**src/rtl/serial_rx_deframer.sv**
```systemverilog
// Serial-to-parallel deframer: assembles LSB-first frames into words and queues them in a small FIFO.
// Optional trailing even-parity check is enabled by defining SNIFFER_PARITY_CHECK_EN.
module serial_rx_deframer #(
    parameter int DATA_W = 8,
    parameter int DEPTH  = 4
) (
    input  logic                     clk_i,
    input  logic                     rst_n_i,
    input  logic                     serial_in_i,
    input  logic                     start_i,
    input  logic                     enable_i,
    output logic [DATA_W-1:0]        data_o,
    output logic                     perr_o,
    output logic                     valid_o,
    input  logic                     ready_i,
    output logic [$clog2(DEPTH):0]   fill_o,
    output logic                     overflow_o,
    output logic                     abort_o,
    input  logic                     clear_i
);

    localparam int PTR_W = $clog2(DEPTH);
    localparam int CNT_W = PTR_W + 1;
    localparam int BIT_W = $clog2(DATA_W);

    localparam logic [BIT_W-1:0] LAST_BIT = BIT_W'(DATA_W - 1);
    localparam logic [BIT_W-1:0] BIT_ONE  = BIT_W'(1);
    localparam logic [CNT_W-1:0] FULL     = CNT_W'(DEPTH);
    localparam logic [CNT_W-1:0] CNT_ONE  = CNT_W'(1);
    localparam logic [PTR_W-1:0] PTR_ONE  = PTR_W'(1);

`ifdef SNIFFER_PARITY_CHECK_EN
    typedef enum logic [1:0] {IDLE, DATA, PARITY} state_t;
`else
    typedef enum logic [1:0] {IDLE, DATA} state_t;
`endif

    state_t              state_q, state_d;
    logic [BIT_W-1:0]    bit_cnt_q, bit_cnt_d;
    logic [DATA_W-1:0]   shift_q, shift_d, shift_in;
    logic                push;
    logic                push_perr;
    logic                abort_evt;
`ifdef SNIFFER_PARITY_CHECK_EN
    logic                par_q, par_d;
`endif

    logic [DATA_W-1:0]   mem [DEPTH];
`ifdef SNIFFER_PARITY_CHECK_EN
    logic                perr_mem [DEPTH];
`endif
    logic [PTR_W-1:0]    wr_ptr_q, rd_ptr_q;
    logic [CNT_W-1:0]    count_q;
    logic                pop, wr_en, ovf_evt;

    always_ff @(posedge clk_i or negedge rst_n_i) begin
        if (!rst_n_i) begin
            state_q   <= IDLE;
            bit_cnt_q <= '0;
            shift_q   <= '0;
`ifdef SNIFFER_PARITY_CHECK_EN
            par_q     <= 1'b0;
`endif
        end else begin
            state_q   <= state_d;
            bit_cnt_q <= bit_cnt_d;
            shift_q   <= shift_d;
`ifdef SNIFFER_PARITY_CHECK_EN
            par_q     <= par_d;
`endif
        end
    end

    // Bits enter at the MSB and shift down, so after DATA_W bits bit n sits at position n.
    assign shift_in = {serial_in_i, shift_q[DATA_W-1:1]};

    always_comb begin
        state_d   = state_q;
        bit_cnt_d = bit_cnt_q;
        shift_d   = shift_q;
        push      = 1'b0;
        push_perr = 1'b0;
        abort_evt = 1'b0;
`ifdef SNIFFER_PARITY_CHECK_EN
        par_d     = par_q;
`endif
        if (enable_i) begin
            if (start_i) begin
                abort_evt = (state_q != IDLE);
                state_d   = DATA;
                bit_cnt_d = BIT_ONE;
                shift_d   = shift_in;
`ifdef SNIFFER_PARITY_CHECK_EN
                par_d     = serial_in_i;
`endif
            end else begin
                case (state_q)
                    IDLE: ;
                    DATA: begin
                        shift_d = shift_in;
`ifdef SNIFFER_PARITY_CHECK_EN
                        par_d   = par_q ^ serial_in_i;
`endif
                        if (bit_cnt_q == LAST_BIT) begin
                            bit_cnt_d = '0;
`ifdef SNIFFER_PARITY_CHECK_EN
                            state_d   = PARITY;
`else
                            state_d   = IDLE;
                            push      = 1'b1;
`endif
                        end else begin
                            bit_cnt_d = bit_cnt_q + BIT_ONE;
                        end
                    end
`ifdef SNIFFER_PARITY_CHECK_EN
                    PARITY: begin
                        push      = 1'b1;
                        push_perr = par_q ^ serial_in_i;
                        state_d   = IDLE;
                    end
`endif
                    default: state_d = IDLE;
                endcase
            end
        end
    end

    // A completion may still be written into a full FIFO when the head is popped in the same cycle.
    assign valid_o = (count_q != '0);
    assign pop     = valid_o && ready_i;
    assign wr_en   = push && ((count_q != FULL) || pop);
    assign ovf_evt = push && (count_q == FULL) && !pop;
    assign fill_o  = count_q;

    always_ff @(posedge clk_i or negedge rst_n_i) begin
        if (!rst_n_i) begin
            wr_ptr_q <= '0;
            rd_ptr_q <= '0;
            count_q  <= '0;
        end else begin
            if (wr_en) wr_ptr_q <= wr_ptr_q + PTR_ONE;
            if (pop)   rd_ptr_q <= rd_ptr_q + PTR_ONE;
            case ({wr_en, pop})
                2'b10:   count_q <= count_q + CNT_ONE;
                2'b01:   count_q <= count_q - CNT_ONE;
                default: count_q <= count_q;
            endcase
        end
    end

    always_ff @(posedge clk_i) begin
        if (wr_en) begin
            mem[wr_ptr_q] <= shift_d;
`ifdef SNIFFER_PARITY_CHECK_EN
            perr_mem[wr_ptr_q] <= push_perr;
`endif
        end
    end

    // Memory is not reset, so the head is gated to zero whenever the FIFO is empty.
    assign data_o = valid_o ? mem[rd_ptr_q] : '0;
`ifdef SNIFFER_PARITY_CHECK_EN
    assign perr_o = valid_o ? perr_mem[rd_ptr_q] : 1'b0;
`else
    assign perr_o = 1'b0;
    logic unused_perr;
    assign unused_perr = push_perr;
`endif

    always_ff @(posedge clk_i or negedge rst_n_i) begin
        if (!rst_n_i) begin
            overflow_o <= 1'b0;
            abort_o    <= 1'b0;
        end else begin
            if (ovf_evt)      overflow_o <= 1'b1;
            else if (clear_i) overflow_o <= 1'b0;
            if (abort_evt)    abort_o    <= 1'b1;
            else if (clear_i) abort_o    <= 1'b0;
        end
    end

endmodule

```
**config.mk**
```make
export PLATFORM = sky130hd
export DESIGN_NAME = serial_rx_deframer
export DESIGN_NICKNAME = d
export VERILOG_FILES = /design/src/rtl/serial_rx_deframer.sv
export SDC_FILE = /design/constraint.sdc
export NUM_CORES = 1
export LEC_CHECK = 0
export ABC_AREA = 1
export BUFFER_PORTS_ARGS = -buffer_cell sky130_fd_sc_hd__buf_2
export CORE_ASPECT_RATIO = 2
export CORE_UTILIZATION = 58
export DETAILED_ROUTE_END_ITERATION = 7
export GPL_TIMING_DRIVEN = 0
export PLACE_DENSITY = 0.79
export RECOVER_POWER = 25
export SLEW_MARGIN = 20
export SYNTH_ARGS = -nofsm -noshare
export SYNTH_HDL_FRONTEND = slang
export SYNTH_SLANG_ARGS = --single-unit
export TNS_END_PERCENT = 100
```
**constraint.sdc**
```tcl
create_clock -name clk_i -period 2.2 [get_ports clk_i]
set_input_delay 0.44 -clock clk_i [delete_from_list [all_inputs] [get_ports clk_i]]
set_output_delay 0.44 -clock clk_i [all_outputs]
set_load 0.01 [all_outputs]
```
==> results of run 1 <==
## worst max-delay path by stage
| stage | depth (start not counted) | slack, ps | to | startpoint |
|---|---|---|---|---|
| 2_1_floorplan | 11 | 420 | fill_o[2]$_DFFE_PN0P_ | bit_cnt_q[0]$_DFFE_PN0P_ |
| 3_3_place_gp | 6 | 80 | mem[1][2]$_DFFE_PP_ | bit_cnt_q[0]$_DFFE_PN0P_ |
| 3_5_place_dp | 6 | 60 | mem[3][7]$_DFFE_PP_ | bit_cnt_q[0]$_DFFE_PN0P_ |
| 4_1_cts | 6 | 50 | mem[3][6]$_DFFE_PP_ | bit_cnt_q[0]$_DFFE_PN0P_ |
| 5_1_grt | 11 | -20 | fill_o[2]$_DFFE_PN0P_ | bit_cnt_q[0]$_DFFE_PN0P_ |
| 6_report | 6 | 150 | mem[2][5]$_DFFE_PP_ | bit_cnt_q[0]$_DFFE_PN0P_ |
## metal layers
metal / routed length [um] / track usage / share of wire / vias to the layer above
li1: - / - / - / 732
met1: 1470 / 0.223 / 0.37 / 672
met2: 2340 / 0.400 / 0.59 / 21
met3: 66 / 0.0413 / 0.017 / 4
met4: 74 / 0.100 / 0.019 / 0
met5: 0 / 0 / 0 / -
## logic make-up (layout without fill, tap and decap cells)
| group | after synthesis | in the layout |
|---|---|---|
| flip-flops | 53 | 53 |
| multiplexers | 4 | 4 |
| AND/OR/NAND/NOR | 74 | 74 |
| AO/OA/AOI/OAI | 35 | 35 |
| other | 1 | 1 |
| buffers and inverters | 27 | 54 |
| XOR/XNOR | 3 | 3 |
| adder cells (fa/ha/maj) | 7 | 7 |
## sequential cells by signal, indices dropped and copies added (netlist names)
register,flops
mem,32
shift_q,8
bit_cnt_q,3
fill_o,3
rd_ptr_q,2
wr_ptr_q,2
abort_o,1
overflow_o,1
state_q,1
## report_power, final
group	total, mW	leakage, nW	switching [mW]	internal [mW]
clock network	0.615	0.0552	0.277	0.337
registers	1.29	0.534	0.0891	1.20
logic	1.09	0.520	0.680	0.414
## area by class of cell
cell class / instances / area share
Buffer: 5 / 0.0148
Sequential cell: 53 / 0.568
Multi-Input combinational cell: 124 / 0.284
Tap cell: 51 / 0.0244
Clock inverter: 2 / 0.0134
Timing Repair Buffer: 20 / 0.0378
Clock buffer: 6 / 0.0277
Inverter: 21 / 0.0301
## synthesized netlist by cell type, drive strengths merged
cell type | count | area, um^2
nor2 | 43 | 185
edfxtp | 32 | 961
dfrtp | 21 | 526
inv | 21 | 78.8
o21ai | 20 | 100
nand2 | 18 | 97.6
a21oi | 12 | 60.1
nand3 | 10 | 67.6
ha | 6 | 75.1
buf | 5 | 36.3
mux2 | 4 | 48.8
nand4 | 3 | 18.8
xor2 | 3 | 33.8
o22ai | 2 | 12.5
clkbuf | 1 | 5.00
conb | 1 | 3.75
fa | 1 | 20.0
o22a | 1 | 8.76
## critical path, delay by kind of cell, from the launching register on
family        cells  cell delay, ps
simple gates      4             960
flops             1             370
fa+ha+maj         2             340
## through the flow
step	instances	hold slack [ps]	instance area (um^2)	total power, mW	setup slack, ps
6_report	282	341	2620	3.00	153
5_1_grt	282	345	2620	3.23	-24.6
4_1_cts	283	98.5	2610	3.04	46.9
3_5_place_dp	275	422	2500	2.42	58.7
3_3_place_gp	275	418	2500	2.39	76.5
2_1_floorplan	204	144	2340	2.07	417
==> results.yml, run 1 <==
synthesis:
  synthesis.nets: 218
  yosysSeqAreaShare: 0.636
  syn_avg_cell_area_um2: 11.5
  synthDistinctLibCells: 29
  compound_cell_area_share_of_the_yosys_netlist: 0.0776
  xor_and_xnor_area_share_after_synthesis: 0.0144
  postSynthCellCount: 204
  synthesis.yosys.warnings: 0
  yosys.area_share.simple: 0.158
  adder_cell_share_of_the_synthesized_area: 0.0407
  main_combinational_cell_family_by_area_after_synthesis: "simple AND/OR/NAND/NOR gates"
  synth_mux_area_frac: 0.0209
  mappedNetlistArea_mm2: 0.00234
  number_of_register_bits_inferred_by_synthesis: 53
final_layout:
  layout-drive-gt1-share: 0.212
  mostFrequentLayoutCell: "sky130_fd_sc_hd__nor2_1"
  register_area_mm2: 0.00149
  multi_input_combinational_cell_area_um2: 742
  diodes_inserted: 0
  area.growth.synth_to_final_pct: 11.9
  layout_common_cells: "38 x sky130_fd_sc_hd__nor2_1, 32 x sky130_fd_sc_hd__edfxtp_1, 21 x sky130_fd_sc_hd__dfrtp_1"
  post-route-util: 0.681
  final_nets: 244
  fill_cells: 305
critical_path:
  cp_common_cell: "sky130_fd_sc_hd__ha_1"
  timing.rr.end: "mem[2][5]$_DFFE_PP_"
  worstRegToRegCells: 6
  critical-path-slowest-cell: "sky130_fd_sc_hd__nor2_1"
  crit_path_cell_trace: "ha_1 > ha_1 > nand2_1 > nor2_8 > nand2_4 > nor2_1"
  critical-path-max-stage-delay_ps: 560
  endpoint_arrival_time_on_the_critical_path_ps: 1970
  timing.rr.start: "bit_cnt_q[0]$_DFFE_PN0P_"
  reg2reg_slack_ps: 150
  worstPathMaxFanout: 8
  setup.worst_path.end_class: "flip-flop"
  critical_path.startpoint_type: "flip-flop"
  worst_ep_required_time_ps: 2120
  timing.setup.critical_path_class: "flip-flop to flip-flop"
grt:
  number_of_global_route_vias_before_repair: 1481
  antenna_found_initial: 0
  grt_max_degree: 22
  first_pass_grt_wire_length_um: 6500
  grtUsageTotal: 0.221
  globalRoute.totalOverflow: 0
clock_tree:
  hold_buffers: 0
  tritoncts: "done"
  cts_buffer_depth: 2
  number_of_buffers_inserted_to_repair_setup_after_cts: 0
  cts-resized-gates: 0
  cts.sinks: 53
  clkSlewWorstSetupHoldPaths_ps: 80
  clk-insertion-delay-late_ps: 290
  clock-root-buffer: "sky130_fd_sc_hd__clkbuf_8"
  clock_tree.htree_level_count: 2
  numCtsBuffers: 5
sta:
  slew_violations: 0
  layout_min_cycle_time_ps: 2050
  rsz_0062_raised_after_global_routing: "yes"
  relSlewSlack: 0.245
  layout_worst_path_cycle_share: 0.930
  transition_time_at_the_pin_with_the_least_slew_margin_ps: 1130
  finalSetupTns_ps: 0
  fmax_mhz: 489
  timing.final.setup_violations: 0
  fin_skew_ps: 9.23
  hold_viol_final: 0
detailed_routing:
  dr_total_vias: 1429
  antenna_violating_nets_post_route: 0
  length_of_the_first_detailed_routing_pass_in_iterations: 4
  detail_route.iter0.violations: 46
  route.detailed.wl_per_inst_um: 14.0
  final_routed_drc_violation_total: 0
  detail_route.wirelength_um: 3950
  detail_route.vias_per_cell: 5.07
placed_design:
  placement.io_buffers: 20
  gp_routability_congestion: 0.722
  hpwl_um: 2880
hold_path:
  worstHoldPathType: "primary input to asynchronous set/reset pin"
power_and_ir_drop:
  power_density_normalized_to_cell_area_mw_per_mm2: 1150
  static-leakage-power_nw: 1.11
  max-vdd-ir-drop_mv: 0.750
die:
  initial_utilization: 0.608
  die_h_um: 91.8
  boundaryPins: 22
  die-area_mm2: 0.00431
  core-area_mm2: 0.00384
  die_x_um: 46.9
  row_count: 32
status:
  status: "finished clean"
job:
  max_cap_viol_count: 0
Note: power is estimated with default switching activity, not from simulation.
==> run 2: changes to the inputs <==
BUFFER_PORTS_ARGS = -buffer_cell sky130_fd_sc_hd__buf_4   (was -buffer_cell sky130_fd_sc_hd__buf_2)
==> run 2 against run 1 <==
Compared with the run above:
- sequential share of layout area is 1.5 points lower
- maximum frequency is 3.4% lower
- non-clock buffer count stayed put
- clock skew is 4.4 ps lower
- first-iteration DRC count is 2.2% lower
- via count is 1.7% higher
- sequential power hardly changed
- register-to-register slack worse by 70 ps
- utilization is 1.9 points higher
- setup slack worse by 72 ps
- final cell count stayed put
==> results.yml, run 2 (synthesis results as in run 1) <==
grt:
  grt_max_degree: 22
  first_pass_grt_wire_length_um: 6720
  antenna_found_initial: 0
  globalRoute.totalOverflow: 0
  number_of_global_route_vias_before_repair: 1442
  grtUsageTotal: 0.228
final_layout:
  largest-register: "mem"
  diodes_inserted: 0
  layout-drive-gt1-share: 0.216
  post-route-util: 0.699
  post-route-cell-area_mm2: 0.00269
  final_nets: 244
  mostFrequentLayoutCell: "sky130_fd_sc_hd__nor2_1"
  layout_common_cells: "40 x sky130_fd_sc_hd__nor2_1, 32 x sky130_fd_sc_hd__edfxtp_1, 21 x sky130_fd_sc_hd__buf_4, 21 x sky130_fd_sc_hd__dfrtp_1"
  area.growth.synth_to_final_pct: 14.9
  largest_register_ff_count: 32
  largestRegisters: "mem: 32 flops, shift_q: 8 flops"
  final_cell_count_no_fill: 282
critical_path:
  critical_path.startpoint_type: "flip-flop"
  reg2reg_slack_ps: 80
  worst_ep_required_time_ps: 2140
  worstRegToRegCells: 6
  endpoint_arrival_time_on_the_critical_path_ps: 2050
  timing.setup.critical_path_class: "flip-flop to flip-flop"
  crit_path_cell_trace: "ha_1 > ha_1 > nand2_1 > nor2_8 > nand2_4 > nor2_1"
  critical-path-max-stage-delay_ps: 620
  worstPathMaxFanout: 8
  setup.worst_path.end_class: "flip-flop"
  critical-path-slowest-cell: "sky130_fd_sc_hd__nor2_1"
  timing.rr.end: "mem[1][5]$_DFFE_PP_"
  timing.rr.start: "bit_cnt_q[0]$_DFFE_PN0P_"
  cp_common_cell: "sky130_fd_sc_hd__ha_1"
placed_design:
  place_inst: 275
  pre_cts_slack_ps: 34.5
  placement.cell_area_mm2: 0.00255
  hpwl_um: 2990
  placement.io_buffers: 20
  gp_routability_congestion: 0.720
sta:
  relSlewSlack: 0.259
  timing.final.setup_violations: 0
  slew_violations: 0
  transition_time_at_the_pin_with_the_least_slew_margin_ps: 1110
  layout_worst_path_cycle_share: 0.963
  finalSetupTns_ps: 0
  hold_viol_final: 0
  fmax_mhz: 472
  layout_min_cycle_time_ps: 2120
  fin_skew_ps: 4.85
  worst_slack_on_hold_paths_ps: 319
  rsz_0062_raised_after_global_routing: "yes"
  layout_setup_ws_ps: 81.8
clock_tree:
  tritoncts: "done"
  numCtsBuffers: 5
  clkSlewWorstSetupHoldPaths_ps: 90
  cts_buffer_depth: 2
  clock_tree.htree_level_count: 2
  cts.sinks: 53
  clock-root-buffer: "sky130_fd_sc_hd__clkbuf_8"
  clk-insertion-delay-late_ps: 300
  number_of_buffers_inserted_to_repair_setup_after_cts: 0
detailed_routing:
  final_routed_drc_violation_total: 0
  detail_route.iter0.violations: 45
  route.detailed.wl_per_inst_um: 14.6
  detail_route.vias_per_cell: 5.16
  dr_total_vias: 1454
  antenna_violating_nets_post_route: 0
  length_of_the_first_detailed_routing_pass_in_iterations: 4
  detail_route.wirelength_um: 4110
die:
  boundaryPins: 22
  die-area_mm2: 0.00431
  die_h_um: 91.8
  row_count: 32
  die_x_um: 46.9
  initial_utilization: 0.608
  core-area_mm2: 0.00384
status:
  status: "finished clean"
power_and_ir_drop:
  static-leakage-power_nw: 1.14
  design_power_total_mw: 3.24
  max-vdd-ir-drop_mv: 0.910
  power_density_normalized_to_cell_area_mw_per_mm2: 1210
hold_path:
  worstHoldPathType: "primary input to asynchronous set/reset pin"
job:
  max_cap_viol_count: 0
-- run 2: worst max-delay path by stage --
| stage | start | end | slack, ps | depth (start not counted) |
|---|---|---|---|---|
| 5_1_grt | bit_cnt_q[0]$_DFFE_PN0P_ | mem[0][3]$_DFFE_PP_ | -70 | 6 |
| 2_1_floorplan | bit_cnt_q[0]$_DFFE_PN0P_ | fill_o[2]$_DFFE_PN0P_ | 420 | 11 |
| 3_3_place_gp | bit_cnt_q[0]$_DFFE_PN0P_ | mem[3][5]$_DFFE_PP_ | 90 | 6 |
| 3_5_place_dp | bit_cnt_q[0]$_DFFE_PN0P_ | mem[3][7]$_DFFE_PP_ | 30 | 6 |
| 4_1_cts | bit_cnt_q[0]$_DFFE_PN0P_ | mem[3][4]$_DFFE_PP_ | -3 | 6 |
| 6_report | bit_cnt_q[0]$_DFFE_PN0P_ | mem[1][5]$_DFFE_PP_ | 80 | 6 |
-- run 2: cell type report --
type	instances	area, um^2
Sequential cell	53	1490
Fill cell	300	1160
Multi-Input combinational cell	124	739
Timing Repair Buffer	20	146
Inverter	21	78.8
Clock buffer	5	68.8
Clock inverter	3	65.1
Tap cell	51	63.8
Buffer	5	38.8
-- run 2: critical path, delay by kind of cell (launching register included) --
family | cells | cell delay [ps]
simple gates | 4 | 1030
fa+ha+maj | 2 | 350
flops | 1 | 380
-- run 2: what timing repair did --
action,4_1_cts,5_1_grt
pin swaps,0,1
hold buffers,0,0
hold endpoints to repair,0,0
resized for setup,0,3
setup endpoints to repair,4,36
gates cloned,0,0
-- run 2: power by group --
part	total, mW	switching, mW	internal (mW)
combinational	1.19	0.690	0.498
sequential	1.30	0.0963	1.20
clock	0.757	0.305	0.452
total	3.24	1.09	2.15
-- run 2: layer usage --
layer	GRT usage	wire, um	vias to the layer above
li1	-	-	734
met1	0.252	1500	687
met2	0.402	2410	25
met3	0.0354	100	8
met4	0.100	94	0
met5	0	0	-
==> run 3: changes to the inputs <==
CTS_CLUSTER_SIZE = 30   (was not set)
RECOVER_POWER = not set   (was 25)
==> run 3 against run 2 <==
Compared with the run above:
- wire length increased by 0.37%
- register-to-register slack is essentially flat
- cell area rose by 0.14%
- non-clock buffer count unchanged
- setup slack hardly changed
- total power about the same
- clock-buffer cell count stayed put
- clock skew is the same
- combinational power about the same
- first-iteration DRC count down 11%
- largest power group unchanged
==> results.yml, run 3 (synthesis results as in run 1) <==
final_layout:
  final_cell_count_no_fill: 282
  layout-drive-gt1-share: 0.221
  area.growth.synth_to_final_pct: 15.1
  fill_cells: 298
  mostFrequentLayoutCell: "sky130_fd_sc_hd__nor2_1"
  diodes_inserted: 0
  post-route-cell-area_mm2: 0.00269
  largest-register: "mem"
  largest_register_ff_count: 32
  layout_common_cells: "40 x sky130_fd_sc_hd__nor2_1, 32 x sky130_fd_sc_hd__edfxtp_1, 22 x sky130_fd_sc_hd__buf_4"
  final_nets: 244
  largestRegisters: "mem: 32 flops, shift_q: 8 flops"
placed_design:
  pre_cts_slack_ps: 34.5
  gp_routability_congestion: 0.720
  placement.cell_area_mm2: 0.00255
  place_inst: 275
  hpwl_um: 2990
  placement.io_buffers: 20
hold_path:
  worstHoldPathType: "primary input to asynchronous set/reset pin"
job:
  max_cap_viol_count: 0
sta:
  fmax_mhz: 472
  worst_slack_on_hold_paths_ps: 0.754
  slew_violations: 0
  layout_setup_ws_ps: 81.9
  layout_min_cycle_time_ps: 2120
  layout_worst_path_cycle_share: 0.963
  fin_skew_ps: 4.85
  rsz_0062_raised_after_global_routing: "yes"
  relSlewSlack: 0.467
  transition_time_at_the_pin_with_the_least_slew_margin_ps: 797
  hold_viol_final: 0
  timing.final.setup_violations: 0
clock_tree:
  hold_buffers: 0
  number_of_buffers_inserted_to_repair_setup_after_cts: 0
  clkSlewWorstSetupHoldPaths_ps: 90
  clk-insertion-delay-late_ps: 300
  cts_buffer_depth: 2
  cts.sinks: 53
  clock-root-buffer: "sky130_fd_sc_hd__clkbuf_8"
  tritoncts: "done"
  numCtsBuffers: 5
  clock_tree.htree_level_count: 2
detailed_routing:
  detail_route.wirelength_um: 4120
  route.detailed.wl_per_inst_um: 14.6
  final_routed_drc_violation_total: 0
  antenna_violating_nets_post_route: 0
  detail_route.vias_per_cell: 5.18
  length_of_the_first_detailed_routing_pass_in_iterations: 4
  dr_total_vias: 1460
  detail_route.iter0.violations: 40
power_and_ir_drop:
  power_density_normalized_to_cell_area_mw_per_mm2: 1210
  max-vdd-ir-drop_mv: 0.910
  design_power_total_mw: 3.24
  static-leakage-power_nw: 1.14
status:
  status: "finished clean"
critical_path:
  endpoint_arrival_time_on_the_critical_path_ps: 2050
  setup.worst_path.end_class: "flip-flop"
  critical_path.startpoint_type: "flip-flop"
  worstPathMaxFanout: 8
  worst_ep_required_time_ps: 2140
  timing.setup.critical_path_class: "flip-flop to flip-flop"
die:
  row_count: 32
  initial_utilization: 0.608
  core-area_mm2: 0.00384
  die_h_um: 91.8
  boundaryPins: 22
  die-area_mm2: 0.00431
  die_x_um: 46.9
grt:
  antenna_found_initial: 0
  grt_max_degree: 22
  globalRoute.totalOverflow: 0
  grtUsageTotal: 0.228
  number_of_global_route_vias_before_repair: 1442
  first_pass_grt_wire_length_um: 6720
run 3: cell count changes in the layout (fill, tap and decap cells not counted), sizes merged:
cell / previous run / this run
clkbuf: 7 / 6
buf: 23 / 24
run 3: metal layers:
layer,vias up,wire [um],GRT usage
li1,733,-,-
met3,8,100,0.0354
met4,0,94,0.100
met2,25,2420,0.402
met1,694,1510,0.252
met5,-,0,0
run 3: critical path: stages (launching register included):
cell                      delay (ps)
sky130_fd_sc_hd__dfrtp_1         380
sky130_fd_sc_hd__ha_1            160
sky130_fd_sc_hd__ha_1            190
sky130_fd_sc_hd__nand2_1         140
sky130_fd_sc_hd__nor2_8          170
sky130_fd_sc_hd__nand2_4         100
sky130_fd_sc_hd__nor2_1          620
run 3: repair_timing:
action                     CTS  global route
pin swaps                    0             1
setup endpoints to repair    4            36
cloned                       0             0
gates resized for setup      0             3
run 3: power breakdown:
group / internal (mW) / switching, mW / leakage (nW)
clock: 0.452 / 0.305 / 0.0681
combinational: 0.499 / 0.692 / 0.539
sequential: 1.20 / 0.0964 / 0.534
run 3: through the flow:
step                 util  TNS [ps]
floorplan               -         0
global placement    0.664         0
detailed placement  0.664         0
CTS                 0.699     -9.02
global route        0.700     -1250
finish              0.700         0
run 3: final timing paths:
check | start | slack, ps | cells past startpoint | to
setup reg to reg | bit_cnt_q[0]$_DFFE_PN0P_ | 80 | 6 | mem[1][5]$_DFFE_PP_
min in group clk_i | clear_i | 330 | 2 | abort_o$_DFFE_PN0P_
setup / recovery | bit_cnt_q[0]$_DFFE_PN0P_ | 80 | 6 | mem[1][5]$_DFFE_PP_
max in group asynchronous | rst_n_i | 1980 | 1 | shift_q[6]$_DFF_PN0_
hold / removal | rst_n_i | 0.8 | 1 | rd_ptr_q[1]$_DFFE_PN0P_
hold reg to reg | bit_cnt_q[1]$_DFFE_PN0P_ | 530 | 2 | bit_cnt_q[1]$_DFFE_PN0P_
run 3: area by class of cell:
| type | count | area (um^2) | share of cell area |
|---|---|---|---|
| sequential | 53 | 1490 | 0.552 |
| timing repair buffer | 20 | 150 | 0.0558 |
| clock inverter | 3 | 65.1 | 0.0242 |
| inverter | 21 | 78.8 | 0.0293 |
| tap | 51 | 63.8 | 0.0237 |
| multi-input combinational | 124 | 739 | 0.275 |
| buffer | 5 | 38.8 | 0.0144 |
| clock buffer | 5 | 68.8 | 0.0256 |
